<file path="src/rtl/hls_seq_pkg.sv">
// Shared definitions for the HLS kernel run sequencer: sequencer states and
// default widths of the run/cycle counters and the kernel return value.
package hls_seq_pkg;

    localparam int DEF_RST_CYCLES = 2;
    localparam int DEF_RUNS_W     = 16;
    localparam int DEF_CYC_W      = 32;
    localparam int RET_W          = 32;

    typedef enum logic [2:0] {
        IDLE  = 3'd0,
        KRST  = 3'd1,
        START = 3'd2,
        WAIT  = 3'd3,
        FIN   = 3'd4
    } seq_state_t;

endpackage

</file>
<file path="src/rtl/hls_run_sequencer_sat_counter.sv">
// Saturating up-counter with synchronous clear; sticks at all-ones instead of
// wrapping so long measurements never read back as small values.
module sat_counter #(
    parameter int W = 32
) (
    input  logic         clock,
    input  logic         reset,
    input  logic         i_clear,
    input  logic         i_inc,
    output logic [W-1:0] o_count
);

    logic [W-1:0] r_count;

    always_ff @(posedge clock) begin
        if (reset || i_clear) begin
            r_count <= '0;
        end else if (i_inc && (r_count != '1)) begin
            r_count <= r_count + W'(1);
        end
    end

    assign o_count = r_count;

endmodule

</file>
<file path="src/rtl/hls_run_sequencer.sv">
// Runs one HLS kernel N times per command: reset, start, wait for done,
// check the return value, with a per-run timeout and a status record.
module hls_run_sequencer
    import hls_seq_pkg::*;
#(
    parameter int RST_CYCLES = DEF_RST_CYCLES,
    parameter int RUNS_W     = DEF_RUNS_W,
    parameter int CYC_W      = DEF_CYC_W
) (
    input  logic              clock,
    input  logic              reset,
    input  logic              cmd_valid,
    output logic              cmd_ready,
    input  logic [RUNS_W-1:0] cmd_runs,
    input  logic [CYC_W-1:0]  cmd_timeout,
    input  logic [RET_W-1:0]  cmd_expected,
    output logic              kernel_reset,
    output logic              kernel_start,
    input  logic              kernel_done,
    input  logic [RET_W-1:0]  kernel_return,
    output logic              result_valid,
    output logic [RET_W-1:0]  result_checksum,
    output logic              result_mismatch,
    output logic              result_timeout,
    output logic [RUNS_W-1:0] runs_done,
    output logic [CYC_W-1:0]  total_cycles
);

    localparam int RC_W = (RST_CYCLES > 1) ? $clog2(RST_CYCLES) : 1;

    seq_state_t        r_state;
    seq_state_t        w_nextState;
    logic [RC_W-1:0]   r_rstCnt;
    logic [RUNS_W-1:0] r_runs;
    logic [RUNS_W-1:0] r_runsDone;
    logic [CYC_W-1:0]  r_timeout;
    logic [RET_W-1:0]  r_expected;
    logic [RET_W-1:0]  r_checksum;
    logic              r_mismatch;
    logic              r_timedOut;

    logic              w_accept;
    logic              w_inWait;
    logic              w_done;
    logic              w_timeoutHit;
    logic              w_moreRuns;
    logic [RUNS_W:0]   w_nextRunsDone;
    logic [CYC_W-1:0]  w_runCycles;
    logic [CYC_W-1:0]  w_totalCycles;

    assign w_accept       = (r_state == IDLE) && cmd_valid;
    assign w_inWait       = (r_state == WAIT);
    assign w_done         = w_inWait && kernel_done;
    // The run counter holds completed WAIT cycles, so the limit is reached in the cycle it equals timeout-1.
    assign w_timeoutHit   = w_inWait && !kernel_done && (r_timeout != '0) &&
                            (w_runCycles == (r_timeout - CYC_W'(1)));
    assign w_nextRunsDone = {1'b0, r_runsDone} + (RUNS_W + 1)'(1);
    assign w_moreRuns     = w_nextRunsDone < {1'b0, r_runs};

    sat_counter #(.W(CYC_W)) u_runCounter (
        .clock   (clock),
        .reset   (reset),
        .i_clear (r_state == START),
        .i_inc   (w_inWait),
        .o_count (w_runCycles)
    );

    sat_counter #(.W(CYC_W)) u_totalCounter (
        .clock   (clock),
        .reset   (reset),
        .i_clear (w_accept),
        .i_inc   (w_inWait),
        .o_count (w_totalCycles)
    );

    always_ff @(posedge clock) begin
        if (reset) begin
            r_state <= IDLE;
        end else begin
            r_state <= w_nextState;
        end
    end

    always_ff @(posedge clock) begin
        if (reset || (r_state != KRST)) begin
            r_rstCnt <= '0;
        end else begin
            r_rstCnt <= r_rstCnt + RC_W'(1);
        end
    end

    always_comb begin
        w_nextState  = r_state;
        cmd_ready    = 1'b0;
        kernel_reset = 1'b1;
        kernel_start = 1'b0;
        result_valid = 1'b0;
        case (r_state)
            IDLE: begin
                cmd_ready = 1'b1;
                if (cmd_valid) begin
                    w_nextState = KRST;
                end
            end
            KRST: begin
                if (r_rstCnt == RC_W'(RST_CYCLES - 1)) begin
                    w_nextState = START;
                end
            end
            START: begin
                kernel_reset = 1'b0;
                kernel_start = 1'b1;
                w_nextState  = WAIT;
            end
            WAIT: begin
                kernel_reset = 1'b0;
                if (w_done) begin
                    w_nextState = w_moreRuns ? KRST : FIN;
                end else if (w_timeoutHit) begin
                    w_nextState = FIN;
                end
            end
            FIN: begin
                result_valid = 1'b1;
                w_nextState  = IDLE;
            end
            default: begin
                w_nextState = IDLE;
            end
        endcase
    end

    // Command latch and per-run status; results stay frozen from FIN until the next accept.
    always_ff @(posedge clock) begin
        if (reset) begin
            r_runs     <= '0;
            r_timeout  <= '0;
            r_expected <= '0;
            r_checksum <= '0;
            r_mismatch <= 1'b0;
            r_timedOut <= 1'b0;
            r_runsDone <= '0;
        end else if (w_accept) begin
            r_runs     <= (cmd_runs == '0) ? RUNS_W'(1) : cmd_runs;
            r_timeout  <= cmd_timeout;
            r_expected <= cmd_expected;
            r_checksum <= '0;
            r_mismatch <= 1'b0;
            r_timedOut <= 1'b0;
            r_runsDone <= '0;
        end else if (w_done) begin
            r_checksum <= kernel_return;
            r_runsDone <= w_nextRunsDone[RUNS_W-1:0];
            if (kernel_return != r_expected) begin
                r_mismatch <= 1'b1;
            end
        end else if (w_timeoutHit) begin
            r_timedOut <= 1'b1;
        end
    end

    assign result_checksum = r_checksum;
    assign result_mismatch = r_mismatch;
    assign result_timeout  = r_timedOut;
    assign runs_done       = r_runsDone;
    assign total_cycles    = w_totalCycles;

endmodule
</file>
<file path="config.mk">
export PLATFORM = sky130hd
export DESIGN_NAME = hls_run_sequencer
export DESIGN_NICKNAME = d
export VERILOG_FILES = /design/src/rtl/hls_seq_pkg.sv /design/src/rtl/hls_run_sequencer_sat_counter.sv /design/src/rtl/hls_run_sequencer.sv
export SDC_FILE = /design/constraint.sdc
export NUM_CORES = 1
export LEC_CHECK = 0
export BUFFER_PORTS_ARGS = -buffer_cell sky130_fd_sc_hd__buf_2
export CELL_PAD_IN_SITES_DETAIL_PLACEMENT = 0
export CELL_PAD_IN_SITES_GLOBAL_PLACEMENT = 1
export CORE_MARGIN = 4
export CORE_UTILIZATION = 35
export DETAILED_ROUTE_END_ITERATION = 10
export PLACE_DENSITY_LB_ADDON = 0.25
export SETUP_SLACK_MARGIN = 0.05
export SLEW_MARGIN = 25
export SYNTH_ARGS = -nofsm -noshare
export SYNTH_HDL_FRONTEND = slang
export SYNTH_SLANG_ARGS = --single-unit
export TNS_END_PERCENT = 5
</file>
<file path="constraint.sdc">
create_clock -name clock -period 4 [get_ports clock]
set_clock_uncertainty 0.1 [all_clocks]
set_input_delay 0 -clock clock [delete_from_list [all_inputs] [get_ports clock]]
set_output_delay 0 -clock clock [all_outputs]
set_load 0.02 [all_outputs]
</file>
# Word level (Yosys, flattened, before mapping)

Cells that the tools add are included.

Register bits: 198
Input port bits: 116
Output and inout bits: 86
Logic and storage cells: 60

Add/subtract/negate cells: 5
$lt $le $gt $ge: 1
Equality and inequality tests: 12
Mux-type cells: 11
Bitwise operators: 1
Reduce and logical (&&, ||, !) cells: 19

Operator list:

| cell                    | number |
|---|---|
| $add A32 B1 Y32 const B | 2 |
| $ne A32 B32 Y1 const B  | 2 |
| $eq A32 B32 Y1          | 1 |
| $ne A32 B32 Y1          | 1 |
| $reduce_bool A32 Y1     | 1 |
| $sub A32 B1 Y32 const B | 1 |
| $add A16 B1 Y17 const B | 1 |
| $lt A17 B16 Y1          | 1 |
| $logic_not A16 Y1       | 1 |
| $mux W16                | 1 |
| $mux W3                 | 5 |
| $pmux W3 S4             | 1 |
| $logic_and A1 B1 Y1     | 7 |
| $eq A3 B2 Y1 const B    | 2 |
| $mux W1                 | 4 |
| $ne A2 B2 Y1 const B    | 2 |
| $reduce_and A2 Y1       | 2 |
| $reduce_or A2 Y1        | 2 |
| $eq A3 B1 Y1 const B    | 1 |
| $eq A3 B3 Y1 const B    | 1 |
| $logic_not A3 Y1        | 1 |
| $logic_or A1 B1 Y1      | 3 |
| $ne A3 B1 Y1 const B    | 1 |
| $ne A3 B3 Y1 const B    | 1 |
| 4 further kinds         | 4 |

# Longest topological paths before layout

Word-level depth: 7
Mapped depth: 15
Depth with buffers taken out: 15

# Cells and area by module

Synthesis repeated with hierarchy kept, for this count alone.

Cells, all modules: 1256
Area, all modules: 10137.2 um^2

Modules (own cells, without submodules):

| module            | instances | cells each | area each (um^2) | sequential area each (um^2) |
|---|---|---|---|---|
| hls_run_sequencer | 1         | 878        | 6774.0           | 2682.6 |
| sat_counter       | 2         | 189        | 1681.6           | 640.6 |

# Worst setup path after synthesis

Ideal clock, no wire load.

Path kind: register to register
Start: register r_runsDone[0] (netlist: runs_done[0])
End: register r_state[0]
Setup time: 0.134 ns
Data arrival time: 2.989 ns
Required time: 3.766 ns
Setup slack: 0.777 ns
Stages on the path, launching flop included: 15
Clock period less this slack: 3.223 ns
Cells stage by stage: dfxtp_1 > ha_1 > nand3_1 > nor4_1 > nand3_1 > nor2_1 > xor2_1 > ha_1 > o211ai_1 > nor3_1 > o21ai_0 > a21oi_1 > o21ai_0 > a31oi_1 > o31ai_1

Cells in the longest elaborated chain, start to end: 5

Ends and longest elaborated chain:

| item                   | line                     | text |
|---|---|---|
| start, declared        | hls_run_sequencer.sv:35  | `logic [RUNS_W-1:0] r_runsDone;` |
| start signal, assigned | hls_run_sequencer.sv:153 | `r_runsDone <= w_nextRunsDone[RUNS_W-1:0];` |
| $add A16 B1 Y17        | hls_run_sequencer.sv:57  | `assign w_nextRunsDone = {1'b0, r_runsDone} + (RUNS_W + 1)'(1);` |
| via w_nextRunsDone[14] | hls_run_sequencer.sv:47  | `logic [RUNS_W:0] w_nextRunsDone;` |
| $lt A17 B16 Y1         | hls_run_sequencer.sv:58  | `assign w_moreRuns = w_nextRunsDone < {1'b0, r_runs};` |
| $mux W3                | hls_run_sequencer.sv:118 | `w_nextState = w_moreRuns ? KRST : FIN;` |
| $mux W3                | hls_run_sequencer.sv:117 | `if (w_done) begin` |
| $pmux W3 S4            | hls_run_sequencer.sv:98  | `case (r_state)` |
| end signal, assigned   | hls_run_sequencer.sv:80  | `r_state <= w_nextState;` |
| end, declared          | hls_run_sequencer.sv:31  | `seq_state_t r_state;` |

The timed path passes the listed nets, and every way through them passes these cells.
A chain may end at the register's enable or synchronous reset.

# Final worst setup path

Start: register r_timeout[0]
End: register r_state[2]

Cells in the longest elaborated chain, start to end: 5
Elaborated cells between the ends (all ways): 7
Those cells by class: add/sub (1); eq/ne (2); reduce/logical (4)

Ends and longest elaborated chain:

| item                                                   | line                                             | text |
|---|---|---|
| start, declared                                        | hls_run_sequencer.sv:36                          | `logic [CYC_W-1:0] r_timeout;` |
| start signal, assigned                                 | hls_run_sequencer.sv:145                         | `r_timeout <= cmd_timeout;` |
| $sub A32 B1 Y32 or $reduce_bool A32 Y1 (tied branches) | hls_run_sequencer.sv:56, hls_run_sequencer.sv:55 |  |
| $eq A32 B32 Y1 or $logic_and A1 B1 Y1 (tied branches)  | hls_run_sequencer.sv:56, hls_run_sequencer.sv:55 |  |
| $logic_and A1 B1 Y1 *                                  | hls_run_sequencer.sv:55                          | `assign w_timeoutHit = w_inWait && !kernel_done && (r_timeout != '0) &&` |
| $ne A3 B3 Y1 (no line) *                               | --                                               |  |
| $reduce_and A3 Y1 (no line) *                          | --                                               |  |

Mark *: on every way between the ends. The rest lies on a longest branch, timed or not.

==> results by group <==
Finish
  • Share of cells above drive strength 1: 0.173
  • N_diodes: 0
  • Layout Utilization: 0.472
  • Final non-filler cell total: 1,867
  • Fin nets: 1,648
  • Area growth from synthesis to layout: 32.1%

Setup path
  • Worst R2R Setup Slack: 480 ps
  • CP delay by family, top: simple AND/OR/NAND/NOR gates
  • R2R Path Start: r_timeout[0]$_SDFFE_PP0P_
  • Worst Setup SP: r_timeout[0]$_SDFFE_PP0P_
  • Worst reg-to-reg path cell count: 10
  • Critical path data arrival time: 3770 ps
  • Startpoint Class: flop
  • CP Max Fanout: 9
  • CP Class: flop to flop
  • Critical-path top delay cell: or4b_4
  • R2r endpoint: r_state[2]$_SDFFE_PP0P_
  • Max incr delay on CP: 520 ps
  • Req. time, crit path: 4250 ps
  • WP buf/inv: 1
  • Crit-path cells: inv_1, ha_1, nor3b_1, nand3_1, or3_1, or3b_1, a22oi_1, or4b_4, o31ai_4, nor4b_4
  • Setup crit end kind: flop
  • Worst path depth: 10
  • Worst setup endpoint: r_state[2]$_SDFFE_PP0P_

Power
  • Flop pwr share: 0.411
  • Clock network fraction of total power: 0.330
  • Static leakage: 5.05 nW
  • Combinational share of power: 0.259
  • Pint: 3.65 mW
  • Peak VDD IR: 0.252 mV
  • Sw Ratio: 0.340
  • PD cells: 434 nW/um^2
  • Net Switching: 1.88 mW

Global route
  • Initial antenna violation count: 0
  • Total GRT Usage: 0.195
  • GRT overflow: 0
  • First-pass GRT wire length: 48.5 mm
  • Largest net degree at the start of global routing: 70
  • Vias in the first global route: 8,998

Timing
  • Slew Viols, Final: 0
  • Final hold vios: 0
  • Post-layout min period: 3520 ps
  • Final setup violation count: 0
  • Relative slew slack: 0.412
  • Unrepaired setup endpoints after global routing: false
  • Setup TNS: 0 ps
  • Max Freq: 284 MHz
  • Tcrit/Tclk final: 0.879
  • Worst-margin pin slew: 877 ps

Yosys
  • Library cells used by synthesis: 63
  • Synthesized net count: 1,362
  • Synth area leaders: dfxtp_1 41%, nand2_1 10%, a21oi_1 6.7%
  • Post-synth EDFFs: 0
  • Part of the Yosys area used for sequential elements: 0.410
  • Gate Count Post-Synth: 1,227
  • Synth top area share: 0.410
  • Synth area leader: dfxtp_1
  • Post-synth ARST share: 0
  • Cell with the most instances after synthesis: nand2_1
  • Post-synth top flop: dfxtp_1
  • Syn Std Cell Area: 9660 sq um
  • Seq cells post-synth: 198
  • Post-Synthesis Mean Instance Area: 7.87 sq um
  • Top cells by count, synth: 269 x nand2_1, 198 x dfxtp_1, 130 x a21oi_1, 92 x nor2_1, 74 x xnor2_1
  • Warnings, synthesis: 0

Floorplan
  • Die Y: 174 um
  • Core region area: 27,000 sq um
  • Die Wd: 174 um
  • Ports: 202
  • Initial core utilization: 0.357
  • Row count: 60
  • Die area: 30,300 sq um

Clocking
  • Worst skew pair latency: 440 ps
  • Num CTS Buffers: 17
  • CTS Root Cell: clkbuf_16
  • Post-CTS Setup Bufs: 0
  • CTS H-tree lvls: 4
  • CTS max path bufs: 2
  • Clock Sinks: 198
  • Clock-pin slew on the worst setup and hold paths: 80 ps
  • CTS tree: built

Placed design
  • Placer Congestion: 0.833
  • IO buf count: 201
  • Post-DP HPWL: 21.2 mm
  • Placed cell count: 1,721

Detailed routing
  • Post-route ant nets: 0
  • Vias per cell: 4.98
  • Initial DRC count: 570
  • Routed Wire Length: 30.0 mm
  • Routed len/inst: 16.1 um
  • Vias: 9,305
  • DRC: 0
  • Drt pass-1 iters: 5

Worst hold path
  • Worst min-delay path class: input port to flop
  • Hold_sp: reset

Outcome
  • Status: finished, final reports clean

Flow run
  • Max_cap viols: 0
power by group through the flow:
stage | Clock [mW] | Combinational (mW) | Sequential [mW]
final | 1.82 | 1.43 | 2.27
after CTS | 1.87 | 1.45 | 2.27
after floorplan | 0 | 0.975 | 2.27
after detailed placement | 0 | 1.35 | 2.32
after global routing | 1.96 | 1.61 | 2.30
after global placement | 0 | 1.34 | 2.31
flip-flops by register name (all words and copies together) (netlist names):
name,count
runs_done,16
r_state,3
r_expected,32
result_timeout,1
r_timeout,32
result_mismatch,1
u_totalCounter.o_count,32
result_checksum,32
r_rstCnt,1
u_runCounter.o_count,32
r_runs,16
worst reg2reg max path, stage by stage (launching register included):
cell and delay (ps):
dfxtp_1 370, inv_1 80, ha_1 220, nor3b_1 330
nand3_1 350, or3_1 450, or3b_1 370, a22oi_1 150
or4b_4 520, o31ai_4 260, nor4b_4 220
stage by stage:
stage / hold slack (ps) / worst slack [ps] / area, sq um / total power [mW]
after floorplan: 8.62 / 777 / 9660 / 3.24
after global placement: 113 / 582 / 11000 / 3.65
after detailed placement: 120 / 535 / 11000 / 3.67
after CTS: 24.7 / 501 / 12800 / 5.59
after global routing: 44.9 / 233 / 12800 / 5.86
final: 37.0 / 484 / 12800 / 5.53
placed cells by master (no fill, tap or decap), types with 5 or more instances in the layout:
cell type / instances
nand2_1: 267
ha_1: 19
xor2_1: 60
xnor2_1: 74
mux2i_1: 5
or4_1: 7
a21oi_1: 130
inv_1: 28
nand2b_1: 5
and4_1: 8
nand3_1: 30
and2_1: 5
buf_2: 201
o211ai_1: 6
and3_1: 16
nor2_1: 91
o21ai_0: 46
dlygate4sd3_1: 114
nor4_1: 15
a21o_1: 5
nand4_1: 32
clkbuf_16: 17
or3_1: 28
nor3_1: 25
buf_4: 13
dfxtp_1: 198
worst min-delay path by stage:
stage / cells past startpoint / endpoint / slack [ps]
6_report: 3 / r_expected[3]$_SDFFE_PP0P_ / 40
5_1_grt: 3 / r_expected[5]$_SDFFE_PP0P_ / 40
3_5_place_dp: 3 / r_runs[8]$_SDFFE_PP0P_ / 120
4_1_cts: 3 / r_expected[14]$_SDFFE_PP0P_ / 20
2_1_floorplan: 2 / r_runs[11]$_SDFFE_PP0P_ / 9
3_3_place_gp: 3 / r_runs[8]$_SDFFE_PP0P_ / 110
metal layers:
layer	share of wire	routed length (um)	vias up	GRT usage
met5	0	0	-	0
met4	0.0083	250	0	0.0393
met3	0.054	1610	15	0.0435
met2	0.46	13700	220	0.322
met1	0.48	14400	4304	0.263
li1	-	-	4766	-
cells by family (layout without fill, tap and decap cells):
kind of cell	after synthesis	in the layout	share of synthesized area
AO/OA/AOI/OAI	222	222	0.131
XOR/XNOR	134	134	0.122
adder cells (fa/ha/maj)	19	19	0.0246
buffers and inverters	90	389	0.0351
flip-flops	198	198	0.410
multiplexers	5	5	0.00518
AND/OR/NAND/NOR	559	559	0.272
final cells by class:
| cell class | instances | area (sq um) |
|---|---|---|
| sequential | 198 | 3960 |
| fill | 2762 | 14300 |
| tap | 341 | 427 |
| timing repair buffer | 329 | 2270 |
| clock buffer | 18 | 429 |
| clock inverter | 14 | 186 |
| inverter | 28 | 105 |
| multi-input combinational | 939 | 5380 |
repair_timing:
action / CTS / global route
gates resized for setup: 0 / 0
hold endpoints to repair: 114 / 0
hold buffers: 114 / 0
(Power assumes the default switching activity.)
